===== src/rtl/simple_distributor.sv =====
// rtl/simple_distributor.sv - steers a buffered data stream left or right under a paired steering-token stream
module simple_distributor #(
  parameter int DATA_W = 8,
  parameter int DEPTH  = 2
) (
  input  logic              clk,
  input  logic              reset_n,
  input  logic [DATA_W:0]   in_data,
  output logic              in_back_stop,
  input  logic [1:0]        choose_right,
  output logic              choose_right_back_stop,
  output logic [DATA_W:0]   left_data,
  input  logic              left_down_stop,
  output logic [DATA_W:0]   right_data,
  input  logic              right_down_stop
);

  localparam int AW = $clog2(DEPTH);
  localparam int CW = $clog2(DEPTH) + 1;
  localparam logic [CW-1:0] FULL = CW'(DEPTH);

  logic [DATA_W-1:0] r_dmem [DEPTH];
  logic [AW-1:0]     r_dwr;
  logic [AW-1:0]     r_drd;
  logic [CW-1:0]     r_dcnt;

  logic              r_cmem [DEPTH];
  logic [AW-1:0]     r_cwr;
  logic [AW-1:0]     r_crd;
  logic [CW-1:0]     r_ccnt;

  logic [DATA_W:0]   r_left_data;
  logic [DATA_W:0]   r_right_data;

  logic w_d_push;
  logic w_c_push;
  logic w_tgt_right;
  logic w_left_free;
  logic w_right_free;
  logic w_fire;
  logic w_fire_left;
  logic w_fire_right;

  // Back-stops come from registered counts only, so no input-to-output path exists.
  assign in_back_stop           = (r_dcnt == FULL);
  assign choose_right_back_stop = (r_ccnt == FULL);

  assign w_d_push = in_data[DATA_W] & ~in_back_stop;
  assign w_c_push = choose_right[1] & ~choose_right_back_stop;

  assign w_tgt_right  = r_cmem[r_crd];
  assign w_left_free  = ~r_left_data[DATA_W] | ~left_down_stop;
  assign w_right_free = ~r_right_data[DATA_W] | ~right_down_stop;
  assign w_fire       = (r_dcnt != '0) && (r_ccnt != '0) &&
                        (w_tgt_right ? w_right_free : w_left_free);
  assign w_fire_left  = w_fire & ~w_tgt_right;
  assign w_fire_right = w_fire & w_tgt_right;

  assign left_data  = r_left_data;
  assign right_data = r_right_data;

  always_ff @(posedge clk) begin
    if (w_d_push) r_dmem[r_dwr] <= in_data[DATA_W-1:0];
    if (w_c_push) r_cmem[r_cwr] <= choose_right[0];
  end

  // Pointers wrap naturally because DEPTH is a power of two.
  always_ff @(posedge clk or negedge reset_n) begin
    if (!reset_n) begin
      r_dwr  <= '0;
      r_drd  <= '0;
      r_dcnt <= '0;
      r_cwr  <= '0;
      r_crd  <= '0;
      r_ccnt <= '0;
    end else begin
      if (w_d_push) r_dwr <= r_dwr + AW'(1);
      if (w_c_push) r_cwr <= r_cwr + AW'(1);
      if (w_fire) begin
        r_drd <= r_drd + AW'(1);
        r_crd <= r_crd + AW'(1);
      end
      r_dcnt <= r_dcnt + CW'(w_d_push) - CW'(w_fire);
      r_ccnt <= r_ccnt + CW'(w_c_push) - CW'(w_fire);
    end
  end

  // A consumed register with no incoming fire drops its valid bit but keeps its payload.
  always_ff @(posedge clk or negedge reset_n) begin
    if (!reset_n) begin
      r_left_data  <= '0;
      r_right_data <= '0;
    end else begin
      if (w_fire_left)
        r_left_data <= {1'b1, r_dmem[r_drd]};
      else if (r_left_data[DATA_W] && !left_down_stop)
        r_left_data[DATA_W] <= 1'b0;

      if (w_fire_right)
        r_right_data <= {1'b1, r_dmem[r_drd]};
      else if (r_right_data[DATA_W] && !right_down_stop)
        r_right_data[DATA_W] <= 1'b0;
    end
  end

endmodule


===== config.mk =====
export PLATFORM = sky130hd
export DESIGN_NAME = simple_distributor
export DESIGN_NICKNAME = d
export VERILOG_FILES = /design/src/rtl/simple_distributor.sv
export SDC_FILE = /design/constraint.sdc
export NUM_CORES = 1
export LEC_CHECK = 0
export CAP_MARGIN = 0
export CORE_MARGIN = 1.5
export CORE_UTILIZATION = 28
export CTS_BUF_LIST = sky130_fd_sc_hd__clkbuf_8 sky130_fd_sc_hd__clkbuf_16
export CTS_CLUSTER_SIZE = 12
export DETAILED_ROUTE_END_ITERATION = 8
export DONT_BUFFER_PORTS = 1
export GPL_TIMING_DRIVEN = 0
export SYNTH_ARGS = -nofsm -noshare
export SYNTH_HDL_FRONTEND = slang
export SYNTH_SLANG_ARGS = --single-unit

===== constraint.sdc =====
create_clock -name clk -period 2.9 [get_ports clk]
set_input_delay 0.87 -clock clk [delete_from_list [all_inputs] [get_ports clk]]
set_output_delay 0.87 -clock clk [all_outputs]
set_load 0.05 [all_outputs]

==> summary.log, run 1 <==
qor: sta.clock.fmax 0.471 GHz
qor: worst_hold_path.min_path_type in -> async
qor: detailed_routing.detail_route.drc_violations 0
qor: logic_synthesis.postSynthAreaPerCell 16.6 sq um
qor: critical_path.timing.critical_path.fanout_max 3
qor: critical_path.worstSetupEndpointType primary output
qor: logic_synthesis.most_common_cell_in_the_synthesized_netlist sky130_fd_sc_hd__dfrtp_1
qor: logic_synthesis.synthDistinctLibCells 18
qor: logic_synthesis.synth-warning-count 0
qor: logic_synthesis.postSynthRegisterBits 44
qor: logic_synthesis.synth_flop_cell sky130_fd_sc_hd__dfrtp_1
qor: logic_synthesis.syn_area 0.00175 sq mm
qor: detailed_routing.vias_per_instance 4.44
qor: layout.layout_area_overhead 11.7%
qor: floorplan.fp.coreArea 0.00596 sq mm
qor: critical_path.path_class reg -> out
qor: layout.nets 131
qor: sta.setup_viol 0
qor: floorplan.die_height 82.0 microns
qor: sta.rsz0062_at_grt no
qor: floorplan.floorplan.initialDensity 0.293
qor: detailed_routing.first_iter_violations 10
qor: place.dpl_worst_slack 0.585 ns
qor: detailed_routing.finalWirelength 2.78 mm
qor: clock_tree.buffer_cell_driving_the_clock_tree_root sky130_fd_sc_hd__clkbuf_8
qor: clock_tree.cts-buffers-inserted 5
qor: floorplan.dieArea 0.00672 sq mm
qor: logic_synthesis.post-synth-top-area-cell sky130_fd_sc_hd__dfrtp_1
qor: logic_synthesis.async_reset_ff_frac 0.591
qor: logic_synthesis.synth_top_area_frac 0.372
qor: clock_tree.insertion_delay 0.29 ns
qor: layout.layout-drive-gt1-share 0.327
qor: sta.tns 0 ns
qor: detailed_routing.final_antenna_net_count 0
qor: floorplan.fp-row-count 28
qor: detailed_routing.detailroute.via_count 835
qor: sta.worst-slew-pin-transition 0.715 ns
qor: global_route.grt_overflow 0
qor: critical_path.critical_path.startpoint_type flip-flop
qor: sta.slew-limit-headroom 0.521
qor: global_route.track_usage 0.0938
qor: sta.timing.final.max_slew_violations 0
qor: clock_tree.cts_tree yes
qor: place.numPortBuffers 0
qor: global_route.vias_in_the_first_global_route 917
qor: place.finalWeightedCongestion 0.631
qor: clock_tree.cts.path.max_buffers 2
qor: clock_tree.number_of_setup_buffers_added_after_cts 0
qor: clock_tree.clkSlewWorstSetupHoldPaths 0.08 ns
qor: sta.timing_hold_violations_final 0
qor: floorplan.design.portCount 35
qor: global_route.antenna_found_initial 0
qor: global_route.largest_net_degree_at_the_start_of_global_routing 27
qor: run.drv.max_cap_violation_count 0
qor: sta.finalCritPeriodShare 0.732
qor: logic_synthesis.synth_cells 105
qor: clock_tree.post_cts.resized_instances 0
qor: logic_synthesis.synth_common_cells sky130_fd_sc_hd__dfrtp_1 (26), sky130_fd_sc_hd__mux2_2 (24), sky130_fd_sc_hd__edfxtp_1 (18), sky130_fd_sc_hd__xnor2_1 (6), sky130_fd_sc_hd__nand2_1 (5)
qor: clock_tree.clock_sink_count 44
qor: critical_path.worstPathArrival 1.25 ns
qor: logic_synthesis.synth_enable_flop_cells 18
qor: sta.final.hold.worst_slack 0.261 ns
qor: logic_synthesis.synth.net_count 124
qor: logic_synthesis.synth_top_cells_by_area sky130_fd_sc_hd__dfrtp_1 (37%), sky130_fd_sc_hd__edfxtp_1 (31%), sky130_fd_sc_hd__mux2_2 (15%), sky130_fd_sc_hd__xnor2_1 (3.0%), sky130_fd_sc_hd__ha_1 (2.9%)
qor: floorplan.dieWidth 82.0 microns
qor: place.detailedPlacementHpwl 2.01 mm
qor: clock_tree.cts_max_level 2
qor: detailed_routing.drtPass1Iterations 3
qor: logic_synthesis.ys_seq_area_frac 0.682
qor: layout.antenna-diode-count 0
qor: critical_path.worst_ep_required_time 2.03 ns
qor: outcome.run_status completed
qor: sta.finalWorstPathRequiredPeriod 2.12 ns
qor: sta.worst_slack 0.776 ns
qor: global_route.grt_pass1_wl 4.45 mm
qor: clock_tree.hold_fix_buffers_cts 0
qor: sta.clock-skew-final 0.00420 ns
qor: detailed_routing.drt-wirelength-per-cell 14.8 microns
through the flow:
stage          utilization  std cells  cell area (sq um)
5_1_grt              0.328        188               1950
3_5_place_dp         0.309        180               1840
3_3_place_gp         0.309        180               1840
4_1_cts              0.328        188               1950
6_report             0.328        188               1950
2_1_floorplan            -        105               1750
cell type report:
cell class              instances  area [sq um]
multi-input cells              56           537
fillers                       585          4000
plain buffers                   1          3.75
flip-flops and latches         44          1190
clock buffers                   5          68.8
clock inverters                 3          42.5
inverters                       4          15.0
well taps                      75          93.8
sequential cells by signal, summed over array words and instances (netlist names), 2 cells and up:
signal	flops
r_ccnt	2
left_data	9
r_dmem	16
right_data	9
r_dcnt	2
r_cmem	2
cell usage in the layout (no fill, tap or decap), drive strengths merged:
cell type   n
dfrtp      26
inv         4
nor2        4
xnor2       6
buf         1
clkbuf      5
nand2       6
a21oi       1
nand2b      3
clkinvlp    1
a311oi      1
mux2       25
xor2        2
bufinv      1
edfxtp     18
o22ai       1
ha          4
o21ai       1
clkinv      1
and3        2
cells by family after synthesis:
| kind of cell | Yosys count | share of synthesized area |
|---|---|---|
| xor+xnor | 8 | 0.0401 |
| flops | 44 | 0.682 |
| compound gates | 4 | 0.0344 |
| buf+inv | 5 | 0.0107 |
| mux | 25 | 0.163 |
| simple gates | 15 | 0.0408 |
| fa+ha+maj | 4 | 0.0287 |
per-layer routing:
metal | vias up | share of wire | GRT usage
met4 | 0 | 0.028 | 0.0610
met1 | 422 | 0.37 | 0.0921
met2 | 25 | 0.51 | 0.157
met3 | 6 | 0.091 | 0.0444
li1 | 382 | - | -
met5 | - | 0 | 0
worst max-delay path, stage by stage, from the launching register on:
cell and delay (ns):
sky130_fd_sc_hd__dfrtp_1 0.42, sky130_fd_sc_hd__nand2b_1 0.19, sky130_fd_sc_hd__inv_1 0.36
path summary, 6_finish.rpt:
check	to	cells after the start	slack [ns]	from
min reg2reg	r_dwr	1	0.50	r_dwr
min	right_data[7]	0	0.26	reset_n
max	in_back_stop	2	0.78	r_dcnt[0]
min in group clk	r_dwr	1	0.50	r_dwr
max in group asynchronous	right_data[6]	0	2.56	reset_n
max reg2reg	r_ccnt[1]	8	0.81	left_data[8]
Power of run 1 is left out: the tool's default activity adds up to more than one toggle a clock period on the data nets, which glitch-free logic cannot reach.
==> run 2: changes to the inputs <==
Clock period 2.9 ns to 1.95 ns, I/O delays scaled along.
==> run 2 against run 1 <==
Net effect:
- sequential share of layout area is 2.0 points lower
- sequential cell count stayed put
- design area is 3.6% higher
- cell count is 2.1% higher
- core utilization is 1.2 points higher
- setup slack worse by 0.70 ns
==> summary.log, run 2 (same netlist as run 1, synthesis figures left out) <==
qor: floorplan.dieArea 0.00672 sq mm [unchanged]
qor: floorplan.fp-row-count 28 [unchanged]
qor: worst_hold_path.min_path_type in -> async
qor: layout.nets 135 [+3.1%]
qor: floorplan.floorplan.initialDensity 0.293 [unchanged]
qor: place.numPortBuffers 0 [unchanged]
qor: clock_tree.cts.path.max_buffers 2 [unchanged]
qor: place.detailedPlacementHpwl 2.01 mm [unchanged]
qor: sta.finalCritPeriodShare 0.961
qor: sta.clock-skew-final 0.00467 ns [+0.000473 ns]
qor: sta.tns 0 ns [unchanged]
qor: sta.rsz0062_at_grt yes
qor: place.finalWeightedCongestion 0.631 [unchanged]
qor: detailed_routing.drtPass1Iterations 3 [unchanged]
qor: clock_tree.insertion_delay 0.29 ns [about the same]
qor: clock_tree.cts_tree yes
qor: critical_path.critical_path.startpoint_type flip-flop
qor: floorplan.design.portCount 35 [unchanged]
qor: clock_tree.cts-buffers-inserted 5 [unchanged]
qor: critical_path.worstSetupEndpointType flip-flop
qor: place.placed_cells_incl_taps 180 [unchanged]
qor: layout.area_taken_by_multi_input_logic_gates 562 sq um [+4.7%]
qor: detailed_routing.vias_per_instance 4.46 [+0.50%]
qor: layout.final_cell_area 0.00202 sq mm [+3.6%]
qor: layout.largest_register_ff_count 16 [unchanged]
qor: detailed_routing.first_iter_violations 19 [+9]
qor: global_route.antenna_found_initial 0 [unchanged]
qor: global_route.grt_pass1_wl 4.47 mm [+0.47%]
qor: global_route.grt_util_met2 0.161 [+0.00410]
qor: sta.slew-limit-headroom 0.525 [+0.00348]
qor: sta.timing_hold_violations_final 0 [unchanged]
qor: global_route.largest_net_degree_at_the_start_of_global_routing 27 [unchanged]
qor: place.postPlaceCellArea 0.00184 sq mm [unchanged]
qor: layout.layout.filler_cells 580 [-0.85%]
qor: clock_tree.cts_max_level 2 [unchanged]
qor: clock_tree.clkSlewWorstSetupHoldPaths 0.08 ns [about the same]
qor: layout.antenna-diode-count 0 [unchanged]
qor: global_route.grt_overflow 0 [unchanged]
qor: global_route.track_usage 0.0940 [+0.000233]
qor: sta.clock.fmax 0.534 GHz
qor: sta.worst-slew-pin-transition 0.710 ns [-0.00520 ns]
qor: global_route.gr-usage-met3 0.0444 [unchanged]
qor: layout.finish.cell_count_without_fillers 192 [+2.1%]
qor: critical_path.worstPathArrival 2.09 ns [+0.84 ns]
qor: sta.finalWorstPathRequiredPeriod 1.87 ns
qor: sta.timing.final.max_slew_violations 0 [unchanged]
qor: floorplan.die_height 82.0 microns [unchanged]
qor: floorplan.dieWidth 82.0 microns [unchanged]
qor: global_route.busiest_layer met2
qor: layout.final_util 0.339 [+0.0118]
qor: detailed_routing.detailroute.via_count 857 [+2.6%]
qor: sta.setup_viol 0 [unchanged]
qor: layout.most-common-layout-cells sky130_fd_sc_hd__mux2_2 (24), sky130_fd_sc_hd__dfrtp_1 (24), sky130_fd_sc_hd__edfxtp_1 (18)
qor: clock_tree.buffer_cell_driving_the_clock_tree_root sky130_fd_sc_hd__clkbuf_8
qor: outcome.run_status completed
qor: critical_path.timing.critical_path.fanout_max 5 [+2]
qor: floorplan.fp.coreArea 0.00596 sq mm [unchanged]
qor: global_route.grt_util_met1 0.0893 [-0.00275]
qor: detailed_routing.detail_route.drc_violations 0 [unchanged]
qor: critical_path.path_class reg -> reg
qor: layout.layout.area.seq 0.00119 sq mm [+0.21%]
qor: critical_path.worst_ep_required_time 2.17 ns [+0.14 ns]
qor: layout.layout-drive-gt1-share 0.410 [+0.0828]
qor: detailed_routing.finalWirelength 2.82 mm [+1.4%]
qor: clock_tree.clock_sink_count 44 [unchanged]
qor: layout.max_flop_register r_dmem
qor: detailed_routing.final_antenna_net_count 0 [unchanged]
qor: layout.layout_area_overhead 15.8%
qor: run.drv.max_cap_violation_count 0 [unchanged]
qor: detailed_routing.drt-wirelength-per-cell 14.7 microns [-0.68%]
qor: global_route.vias_in_the_first_global_route 924 [+0.76%]
==> run 2: critical path, cell delays in order, from the launching register on <==
cell	delay (ns)
sky130_fd_sc_hd__dfrtp_1	0.41
sky130_fd_sc_hd__mux2_4	0.34
sky130_fd_sc_hd__a311oi_4	0.31
sky130_fd_sc_hd__ha_1	0.29
sky130_fd_sc_hd__inv_1	0.05
sky130_fd_sc_hd__ha_1	0.15
sky130_fd_sc_hd__xnor2_1	0.13
sky130_fd_sc_hd__xnor2_1	0.13
==> run 2: metal layers <==
metal  vias up  share of wire
met2        25           0.52
met5         -              0
met3         6          0.088
li1        392              -
met4         0          0.027
met1       434           0.36
==> run 2: final timing paths <==
kind,start,endpoint,slack [ns],depth (start not counted)
worst max-delay path,r_crd,r_dcnt[1],0.08,7
worst min-delay path,reset_n,right_data[7],0.09,1
worst max register to register,r_crd,r_dcnt[1],0.08,7
worst min register to register,r_dwr,r_dwr,0.51,1
max in group asynchronous,reset_n,right_data[8],1.69,1
min in group clk,in_data[7],r_dmem[1][7],0.38,0
==> run 2: final cells by class <==
type,instances,area share
inverters,4,0.00743
flip-flops and latches,44,0.590
repair buffers,4,0.0210
multi-input cells,56,0.278
clock buffers,5,0.0340
well taps,75,0.0464
clock inverters,3,0.0210
plain buffers,1,0.00186
==> run 2: timing repair <==
item / 4_1_cts / 5_1_grt
setup endpoints to repair: 2 / 2
endpoints found under the hold margin: 26 / 0
pin swaps: 4 / 3
buffers inserted: 1 / 2
hold buffers: 1 / 0
resized for setup: 3 / 5
==> run 2: through the flow <==
stage / setup WS, ns / hold WS, ns
final: 0.0757 / 0.0945
after global routing: -0.0430 / 0.0850
after CTS: -0.00102 / 0.0908
after detailed placement: -0.143 / 0.290
after global placement: -0.125 / 0.290
after floorplan: 0.00823 / 0.289
Power of run 2 is left out for the same reason.
